### src/rtl/alu_pkg.sv
// Shared types for the Mic-1 ALU command sequencer: opcodes, control word, FSM states.
// Latency: n/a (types and a pure combinational helper only).
// Backpressure: n/a.
package alu_pkg;

  // Opcodes 0..15 map straight onto ALU control words; 16 is the multi-cycle MUL.
  // Encodings 17..31 are deliberately left undefined and are treated as illegal.
  typedef enum logic [4:0] {
    OP_A     = 5'd0,
    OP_B     = 5'd1,
    OP_NOTA  = 5'd2,
    OP_NOTB  = 5'd3,
    OP_ADD   = 5'd4,
    OP_ADD1  = 5'd5,
    OP_INCA  = 5'd6,
    OP_INCB  = 5'd7,
    OP_SUBBA = 5'd8,
    OP_DECB  = 5'd9,
    OP_NEGA  = 5'd10,
    OP_AND   = 5'd11,
    OP_OR    = 5'd12,
    OP_ZERO  = 5'd13,
    OP_ONE   = 5'd14,
    OP_MONE  = 5'd15,
    OP_MUL   = 5'd16
  } op_e;

  // Field order matches the ALU pin order F0 F1 ENA ENB INVA INC (f0 is the MSB).
  typedef struct packed {
    logic f0;
    logic f1;
    logic ena;
    logic enb;
    logic inva;
    logic inc;
  } alu_ctrl_t;

  // AND of two disabled inputs: the ALU output is forced to 0.
  localparam alu_ctrl_t CTRL_IDLE = '0;

  typedef enum logic [1:0] {
    IDLE = 2'd0,
    EXEC = 2'd1,
    MULT = 2'd2,
    RESP = 2'd3
  } state_e;

  // MUL returns the ADD word because every MUL iteration is one ALU addition.
  function automatic alu_ctrl_t op_to_ctrl(input op_e op);
    alu_ctrl_t c;
    c = CTRL_IDLE;
    case (op)
      OP_A:     c = alu_ctrl_t'(6'b011000);
      OP_B:     c = alu_ctrl_t'(6'b010100);
      OP_NOTA:  c = alu_ctrl_t'(6'b011010);
      OP_NOTB:  c = alu_ctrl_t'(6'b101100);
      OP_ADD:   c = alu_ctrl_t'(6'b111100);
      OP_ADD1:  c = alu_ctrl_t'(6'b111101);
      OP_INCA:  c = alu_ctrl_t'(6'b111001);
      OP_INCB:  c = alu_ctrl_t'(6'b110101);
      OP_SUBBA: c = alu_ctrl_t'(6'b111111);
      OP_DECB:  c = alu_ctrl_t'(6'b110110);
      OP_NEGA:  c = alu_ctrl_t'(6'b111011);
      OP_AND:   c = alu_ctrl_t'(6'b001100);
      OP_OR:    c = alu_ctrl_t'(6'b011100);
      OP_ZERO:  c = alu_ctrl_t'(6'b010000);
      OP_ONE:   c = alu_ctrl_t'(6'b010001);
      OP_MONE:  c = alu_ctrl_t'(6'b010010);
      OP_MUL:   c = alu_ctrl_t'(6'b111100);
      default:  c = CTRL_IDLE;
    endcase
    return c;
  endfunction

endpackage

### src/rtl/alu_ctrl_decode.sv
// Opcode decoder: op -> ALU control word plus legal / is_mul classification.
// Latency: purely combinational, zero cycles.
// Backpressure: none; the caller qualifies the outputs with its own handshake.
module alu_ctrl_decode
  import alu_pkg::*;
(
  input  op_e       op,
  output alu_ctrl_t ctrl,
  output logic      legal,
  output logic      is_mul
);

  // Table lookup plus range classification; illegal opcodes decode to CTRL_IDLE.
  always_comb begin
    ctrl   = op_to_ctrl(op);
    is_mul = (op == OP_MUL);
    legal  = (op <= OP_MONE) || (op == OP_MUL);
  end

endmodule

### src/rtl/alu_op_sequencer.sv
// Command-side controller for the Mic-1 ALU: issues registered control words and operands, returns FUNC/Ovflag.
// Latency: accept edge counts as 1; single op rsp_valid at edge 2, MUL at count+1, illegal/count=0 at edge 1.
// Backpressure: one command in flight; cmd_ready low until the response is taken, response held while !rsp_ready.
module alu_op_sequencer
  import alu_pkg::*;
#(
  parameter int N     = 16,
  parameter int CNT_W = 4
) (
  input  logic         clk,
  input  logic         rstn,
  input  logic         cmd_valid,
  output logic         cmd_ready,
  input  logic [4:0]   cmd_op,
  input  logic [N-1:0] cmd_a,
  input  logic [N-1:0] cmd_b,
  output logic         rsp_valid,
  input  logic         rsp_ready,
  output logic [N-1:0] rsp_data,
  output logic         rsp_ovf,
  output logic         rsp_err,
  output logic [N-1:0] alu_a,
  output logic [N-1:0] alu_b,
  output logic         F0,
  output logic         F1,
  output logic         ENA,
  output logic         ENB,
  output logic         INVA,
  output logic         INC,
  input  logic [N-1:0] alu_func,
  input  logic         alu_ovf
);

  localparam logic [CNT_W-1:0] CNT_ONE  = {{(CNT_W-1){1'b0}}, 1'b1};
  localparam logic [CNT_W-1:0] CNT_ZERO = '0;

  state_e           state_q, state_d;
  logic             ready_en_q;
  alu_ctrl_t        ctrl_q, ctrl_d;
  // alu_a_q doubles as the MUL accumulator: it always holds the last partial sum.
  logic [N-1:0]     alu_a_q, alu_a_d;
  logic [N-1:0]     alu_b_q, alu_b_d;
  logic [CNT_W-1:0] rem_q, rem_d;
  logic             ovf_sticky_q, ovf_sticky_d;
  logic [N-1:0]     rsp_data_q, rsp_data_d;
  logic             rsp_ovf_q, rsp_ovf_d;
  logic             rsp_err_q, rsp_err_d;

  alu_ctrl_t        dec_ctrl;
  logic             dec_legal;
  logic             dec_is_mul;
  logic             cmd_fire;
  logic [CNT_W-1:0] mul_cnt;

  alu_ctrl_decode u_decode (
    .op     (op_e'(cmd_op)),
    .ctrl   (dec_ctrl),
    .legal  (dec_legal),
    .is_mul (dec_is_mul)
  );

  // cmd_ready stays low during reset and the edge that releases it.
  assign cmd_ready = (state_q == IDLE) && ready_en_q;
  assign cmd_fire  = cmd_valid && cmd_ready;
  assign mul_cnt   = cmd_a[CNT_W-1:0];

  assign rsp_valid = (state_q == RESP);
  assign rsp_data  = rsp_data_q;
  assign rsp_ovf   = rsp_ovf_q;
  assign rsp_err   = rsp_err_q;
  assign alu_a     = alu_a_q;
  assign alu_b     = alu_b_q;
  assign F0        = ctrl_q.f0;
  assign F1        = ctrl_q.f1;
  assign ENA       = ctrl_q.ena;
  assign ENB       = ctrl_q.enb;
  assign INVA      = ctrl_q.inva;
  assign INC       = ctrl_q.inc;

  // FSM state register.
  always_ff @(posedge clk or negedge rstn) begin
    if (!rstn) begin
      state_q <= IDLE;
    end else begin
      state_q <= state_d;
    end
  end

  // Next-state and next-datapath values; every register holds unless its state updates it.
  always_comb begin
    state_d      = state_q;
    ctrl_d       = ctrl_q;
    alu_a_d      = alu_a_q;
    alu_b_d      = alu_b_q;
    rem_d        = rem_q;
    ovf_sticky_d = ovf_sticky_q;
    rsp_data_d   = rsp_data_q;
    rsp_ovf_d    = rsp_ovf_q;
    rsp_err_d    = rsp_err_q;

    case (state_q)
      IDLE: begin
        if (cmd_fire) begin
          if (!dec_legal) begin
            rsp_data_d = '0;
            rsp_ovf_d  = 1'b0;
            rsp_err_d  = 1'b1;
            state_d    = RESP;
          end else if (dec_is_mul) begin
            rsp_err_d = 1'b0;
            if (mul_cnt == CNT_ZERO) begin
              rsp_data_d = '0;
              rsp_ovf_d  = 1'b0;
              state_d    = RESP;
            end else begin
              rem_d        = mul_cnt;
              ovf_sticky_d = 1'b0;
              ctrl_d       = dec_ctrl;
              alu_a_d      = '0;
              alu_b_d      = cmd_b;
              state_d      = MULT;
            end
          end else begin
            ctrl_d  = dec_ctrl;
            alu_a_d = cmd_a;
            alu_b_d = cmd_b;
            state_d = EXEC;
          end
        end
      end

      EXEC: begin
        rsp_data_d = alu_func;
        rsp_ovf_d  = alu_ovf;
        rsp_err_d  = 1'b0;
        ctrl_d     = CTRL_IDLE;
        state_d    = RESP;
      end

      MULT: begin
        ovf_sticky_d = ovf_sticky_q | alu_ovf;
        rem_d        = rem_q - CNT_ONE;
        if (rem_q == CNT_ONE) begin
          rsp_data_d = alu_func;
          rsp_ovf_d  = ovf_sticky_q | alu_ovf;
          rsp_err_d  = 1'b0;
          ctrl_d     = CTRL_IDLE;
          state_d    = RESP;
        end else begin
          alu_a_d = alu_func;
        end
      end

      RESP: begin
        if (rsp_ready) begin
          state_d = IDLE;
        end
      end

      default: begin
        state_d = IDLE;
      end
    endcase
  end

  // Datapath and response registers; reset forces the ALU into its AND-of-zero idle.
  always_ff @(posedge clk or negedge rstn) begin
    if (!rstn) begin
      ready_en_q   <= 1'b0;
      ctrl_q       <= CTRL_IDLE;
      alu_a_q      <= '0;
      alu_b_q      <= '0;
      rem_q        <= '0;
      ovf_sticky_q <= 1'b0;
      rsp_data_q   <= '0;
      rsp_ovf_q    <= 1'b0;
      rsp_err_q    <= 1'b0;
    end else begin
      ready_en_q   <= 1'b1;
      ctrl_q       <= ctrl_d;
      alu_a_q      <= alu_a_d;
      alu_b_q      <= alu_b_d;
      rem_q        <= rem_d;
      ovf_sticky_q <= ovf_sticky_d;
      rsp_data_q   <= rsp_data_d;
      rsp_ovf_q    <= rsp_ovf_d;
      rsp_err_q    <= rsp_err_d;
    end
  end

endmodule

### config.mk
export PLATFORM = sky130hd
export DESIGN_NAME = alu_op_sequencer
export DESIGN_NICKNAME = d
export VERILOG_FILES = /design/src/rtl/alu_pkg.sv /design/src/rtl/alu_ctrl_decode.sv /design/src/rtl/alu_op_sequencer.sv
export SDC_FILE = /design/constraint.sdc
export NUM_CORES = 1
export LEC_CHECK = 0
export BUFFER_PORTS_ARGS = -buffer_cell sky130_fd_sc_hd__buf_2
export CORE_ASPECT_RATIO = 0.9
export CORE_MARGIN = 3
export CORE_UTILIZATION = 27
export CTS_CLUSTER_SIZE = 16
export DETAILED_ROUTE_END_ITERATION = 7
export GPL_TIMING_DRIVEN = 0
export PLACE_DENSITY = 0.55
export REMOVE_ABC_BUFFERS = 1
export SLEW_MARGIN = 30
export SYNTH_ARGS = -nofsm -noshare
export SYNTH_HDL_FRONTEND = slang
export SYNTH_SLANG_ARGS = --single-unit
### constraint.sdc
create_clock -name clk -period 2.7 [get_ports clk]
set_clock_uncertainty 0.05 [all_clocks]
set_input_delay 0.54 -clock clk [delete_from_list [all_inputs] [get_ports clk]]
set_output_delay 0.54 -clock clk [all_outputs]
set_load 0.1 [all_outputs]
Word level (Yosys, flattened, before mapping)
Memory sizes are Yosys's and may differ from the RTL's. Index checks and enable logic that the tools add are counted.

Memories: 1. ROM bits: 192. Word-level logic and storage cells: 97. Output and inout port bits: 58. Bits in registers: 64.

Memory list: (no name shown) (words 32, width 6, read ports 1, clocked after Yosys merged registers in 0, write ports 0, line alu_pkg.sv:52) `case (op)`.

Add/sub/neg operators: 1. Reduce and logical (&&, ||, !) cells: 14. Magnitude comparators: 1. Mux-type cells: 48. Equality and inequality tests: 16. Bitwise operators: 1.

Operators by type and width (count): two-way mux 16 bit (12); case mux 16 bit (3 select lines) (1); case mux 16 bit (2 select lines) (1); two-way mux 6 bit (5); AND reduction 5 bit (4); case mux 6 bit (3 select lines) (1); two-way mux 4 bit (4); two-way mux 1 bit (14); inequality test 2 bit (second input constant) (7); two-way mux 2 bit (5); case mux 2 bit (4 select lines) (1); case mux 4 bit (2 select lines) (1); AND reduction 4 bit (2); inequality test 3 bit (second input constant) (2); case mux 1 bit (3 select lines) (2); == test 5 bit (second input constant) (1); <= comparator 5 x 4 -> 1 bit (second input constant) (1); == test 2 bit (second input constant) (2); == test 4 x 1 -> 1 bit (second input constant) (1); logical NOT 4 bit (1); subtractor 4 x 1 -> 4 bit (second input constant) (1); inequality test 3 x 2 -> 1 bit (second input constant) (1); AND reduction 3 bit (1); nonzero test 3 bit (1); other kinds (8) (9).

Longest topological paths before layout
Depth in word-level cells: 6. Depth in mapped cells: 9. Depth with buffers taken out: 7.

Modules after synthesis
From an unflattened synthesis, not the netlist that was laid out.

Cell total of the unflattened synthesis: 293. Area, all modules: 3418.3 µm².

Modules (own cells, without submodules): alu_op_sequencer (cells each 256, area an instance 3168.0 µm², times used 1, sequential area each 1601.5 µm²); alu_ctrl_decode (cells each 37, area an instance 250.2 µm², times used 1, sequential area each 0.0 µm²).

Least setup slack after synthesis
OpenSTA, ideal clock, no wires.

Kind: reg2reg. Start point: register state_q[0]. End point: register alu_a_q[15] (netlist: alu_a[15]). Buffers on the path: 2. Required time: 2.522 ns. Setup slack: -0.186 ns. Stages on the path, launching flop included: 9. Arrival: 2.708 ns. Path through: dfrtp_1 -> inv_1 -> ha_1 -> buf_2 -> and2_1 -> nand3_4 -> a21oi_4 -> buf_6 -> mux2_1.

Word-level cells in the longest chain between the ends: 5.

Ends and longest elaborated chain: from (decl) (line alu_op_sequencer.sv:37) `state_e state_q, state_d;`; from (signal assigned) (line alu_op_sequencer.sv:85) `state_q <= state_d;`; logical NOT 2 bit (line alu_op_sequencer.sv:63) `assign cmd_ready = (state_q == IDLE) && ready_en_q;`; logical AND 1 bit (line alu_op_sequencer.sv:63); named net cmd_ready (line alu_op_sequencer.sv:13) `output logic cmd_ready,`; logical AND 1 bit (line alu_op_sequencer.sv:64) `assign cmd_fire = cmd_valid && cmd_ready;`; inequality test 2 bit (no source line); AND reduction 5 bit (no source line); to (signal assigned) (line alu_op_sequencer.sv:181) `alu_a_q <= alu_a_d;`; to (decl) (line alu_op_sequencer.sv:41) `logic [N-1:0] alu_a_q, alu_a_d;`.

The timed path passes the listed nets, and every way through them passes these cells. A chain may end at the register's enable or synchronous reset.

Worst setup path after layout
Start point: register state_q[0]. End point: output cmd_ready.

Word-level cells in the longest chain between the ends: 2.

Ends and longest elaborated chain (line): logical NOT 2 bit (alu_op_sequencer.sv:63); logical AND 1 bit (alu_op_sequencer.sv:63); to (decl) (alu_op_sequencer.sv:13).

No other way between the ends.

==> results.json <==
{
  "gr-total-overflow": 0,
  "syn_to_final_growth_pct": 35.7,
  "wire_per_inst_um": 14.2,
  "fin_util": 0.384,
  "cts_tree": "yes",
  "hold_ws_ns": 0.0634,
  "max_freq_mhz": 404,
  "routabilityCongestion": 0.744,
  "cpPeakStageDelay_ns": 0.47,
  "yosysTopAreaCell": "dfrtp_1",
  "finalMaxSlewViolations": 0,
  "drt_wl_total_um": 7970,
  "crit_type": "reg2out",
  "drv_cap": 0,
  "regToRegStartpoint": "rem_q[1]",
  "critPathCaptureType": "output pin",
  "clk_pin_slew_ns": 0.05,
  "status": "finished clean",
  "rr_worst_depth": 6,
  "rsz0062_at_grt": "false",
  "fillers": 1098,
  "diodes": 0,
  "synth-seq-cells": 64,
  "core_sq_um": 11000,
  "synth_top_area_share": 0.513,
  "fin_area_sq_um": 4230,
  "r2r_slack_ns": 0.27,
  "drt_pass1_iterations": 4,
  "port_buffers": 115,
  "cp_slowest_cell": "buf_2",
  "syn_area_per_cell_sq_um": 10.5,
  "drive_above_1_share": 0.414,
  "rr_endpoint": "INVA",
  "synth_cell_types": 46,
  "vias_per_cell": 4.62,
  "critPathMaxFanout": 12,
  "cts.sinks": 64,
  "synth.most_common_cell": "dfrtp_1",
  "nets": 471,
  "drc_errors": 0,
  "tightest_slew_ns": 0.798,
  "clk_latency_ns": 0.32,
  "cts.hold.buffers_added": 0,
  "cts_max_path_buffers": 2,
  "htreeDepth": 3,
  "worstSetupStartpointType": "flip-flop",
  "cp-startpoint": "state_q[0]",
  "dpl_cell_area_sq_um": 3890,
  "ant_nets": 0,
  "finalCritPeriodShare": 0.916,
  "worstPathCellList": "inv_1 > ha_2 > and2_1 > buf_2",
  "ys_seq_area_frac": 0.513,
  "synth_area_leaders": "dfrtp_1, mux2_2, nand2_1, a22o_1, o21ai_0",
  "std_cell_rows": 36,
  "synth-edff-count": 0,
  "dieArea_sq_um": 12900,
  "mappedNetlistArea_sq_um": 3120,
  "post-dp-hpwl_um": 5760,
  "grt_first_pass_wirelength_um": 13000,
  "grt_max_degree": 43,
  "ios": 116,
  "synth_cells": 296,
  "cts_buffers": 9,
  "vias": 2601,
  "slew_headroom": 0.463,
  "floorplan.initialDensity": 0.283,
  "finalHoldViolCount": 0,
  "finalSetupViolCount": 0,
  "setup_tns_ns": 0,
  "yosysWarnings": 0,
  "required_ns": 2.11,
  "fp.dieH_um": 108,
  "cts_resized": 0,
  "grt_pass1_vias": 2557,
  "period_minus_slack_ns": 2.47,
  "async_reset_ff_frac": 1.00,
  "antenna_found_initial": 0,
  "hp-class": "in2async",
  "dieWidth_um": 119,
  "worstPathArrival_ns": 1.88,
  "ys.flop_type": "dfrtp_1",
  "post-cts-setup-buffers": 1,
  "drt-initial-drc-count": 118,
  "cts_root_buffer": "clkbuf_16",
  "grt_usage": 0.126,
  "synth_common_cells": "dfrtp_1, nand2_1, mux2_2"
}
cell type report:
type / instances / area, sq um / area share
tap: 152 / 190 / 0.0449
sequential: 64 / 1600 / 0.378
multi-input combinational: 205 / 1430 / 0.337
clock buffer: 12 / 256 / 0.0606
timing repair buffer: 119 / 664 / 0.157
inverter: 8 / 30.0 / 0.00709
clock inverter: 3 / 65.1 / 0.0154
registers in the layout (all words and copies together), names as in the netlist, 2 cells and up:
name,flops
rsp_data,16
state_q,2
alu_b,16
rem_q,4
alu_a,16
worst max-delay path by stage:
stage,cells past startpoint,slack [ns],to
6_report,4,0.23,cmd_ready
5_1_grt,6,0.01,INVA
4_1_cts,4,0.07,cmd_ready
3_5_place_dp,6,-0.31,alu_a[14]
3_3_place_gp,5,-0.76,rsp_data[11]
2_1_floorplan,6,-0.41,alu_a[0]
cells by family after synthesis:
group | Yosys count | share of synthesized area
other | 1 | 0.00120
muxes | 36 | 0.130
DFF | 64 | 0.513
and+or+nand+nor | 81 | 0.123
buffers and inverters | 27 | 0.0361
adders and majority gates | 6 | 0.0241
AOI/OAI and AO/OA | 81 | 0.173
metal layers:
metal	up-vias	GRT usage	wire length [um]
li1	1280	-	-
met1	1229	0.162	3680
met2	84	0.198	3580
met3	8	0.0528	630
met4	0	0.0319	78
met5	-	0	0
through the flow:
stage | worst slack, ns | std cells
2_1_floorplan | -0.407 | 277
3_3_place_gp | -0.761 | 544
3_5_place_dp | -0.310 | 547
4_1_cts | 0.0681 | 563
5_1_grt | 0.0142 | 563
6_report | 0.225 | 563
placed cells by master (no fill, tap or decap), types with 3 or more instances in the layout:
master	instances
a21oi_1	14
o21ai_0	23
buf_2	114
inv_1	8
nand2b_1	3
ha_1	4
o22ai_1	4
o31ai_1	3
dfrtp_1	64
nand3_1	4
nor2_1	7
o21ai_1	3
nor3_1	3
mux2_2	25
clkbuf_16	9
mux2_1	10
a22o_1	16
nand2_1	51
worst max-delay path, delay by kind of cell (launching register included):
family	cells	cell delay (ns)
buf+inv	2	0.58
flops	1	0.39
fa+ha+maj	1	0.35
simple gates	1	0.24
Power is left out: the tool's default activity adds up to more than one toggle a clock period on the data nets, which glitch-free logic cannot reach.
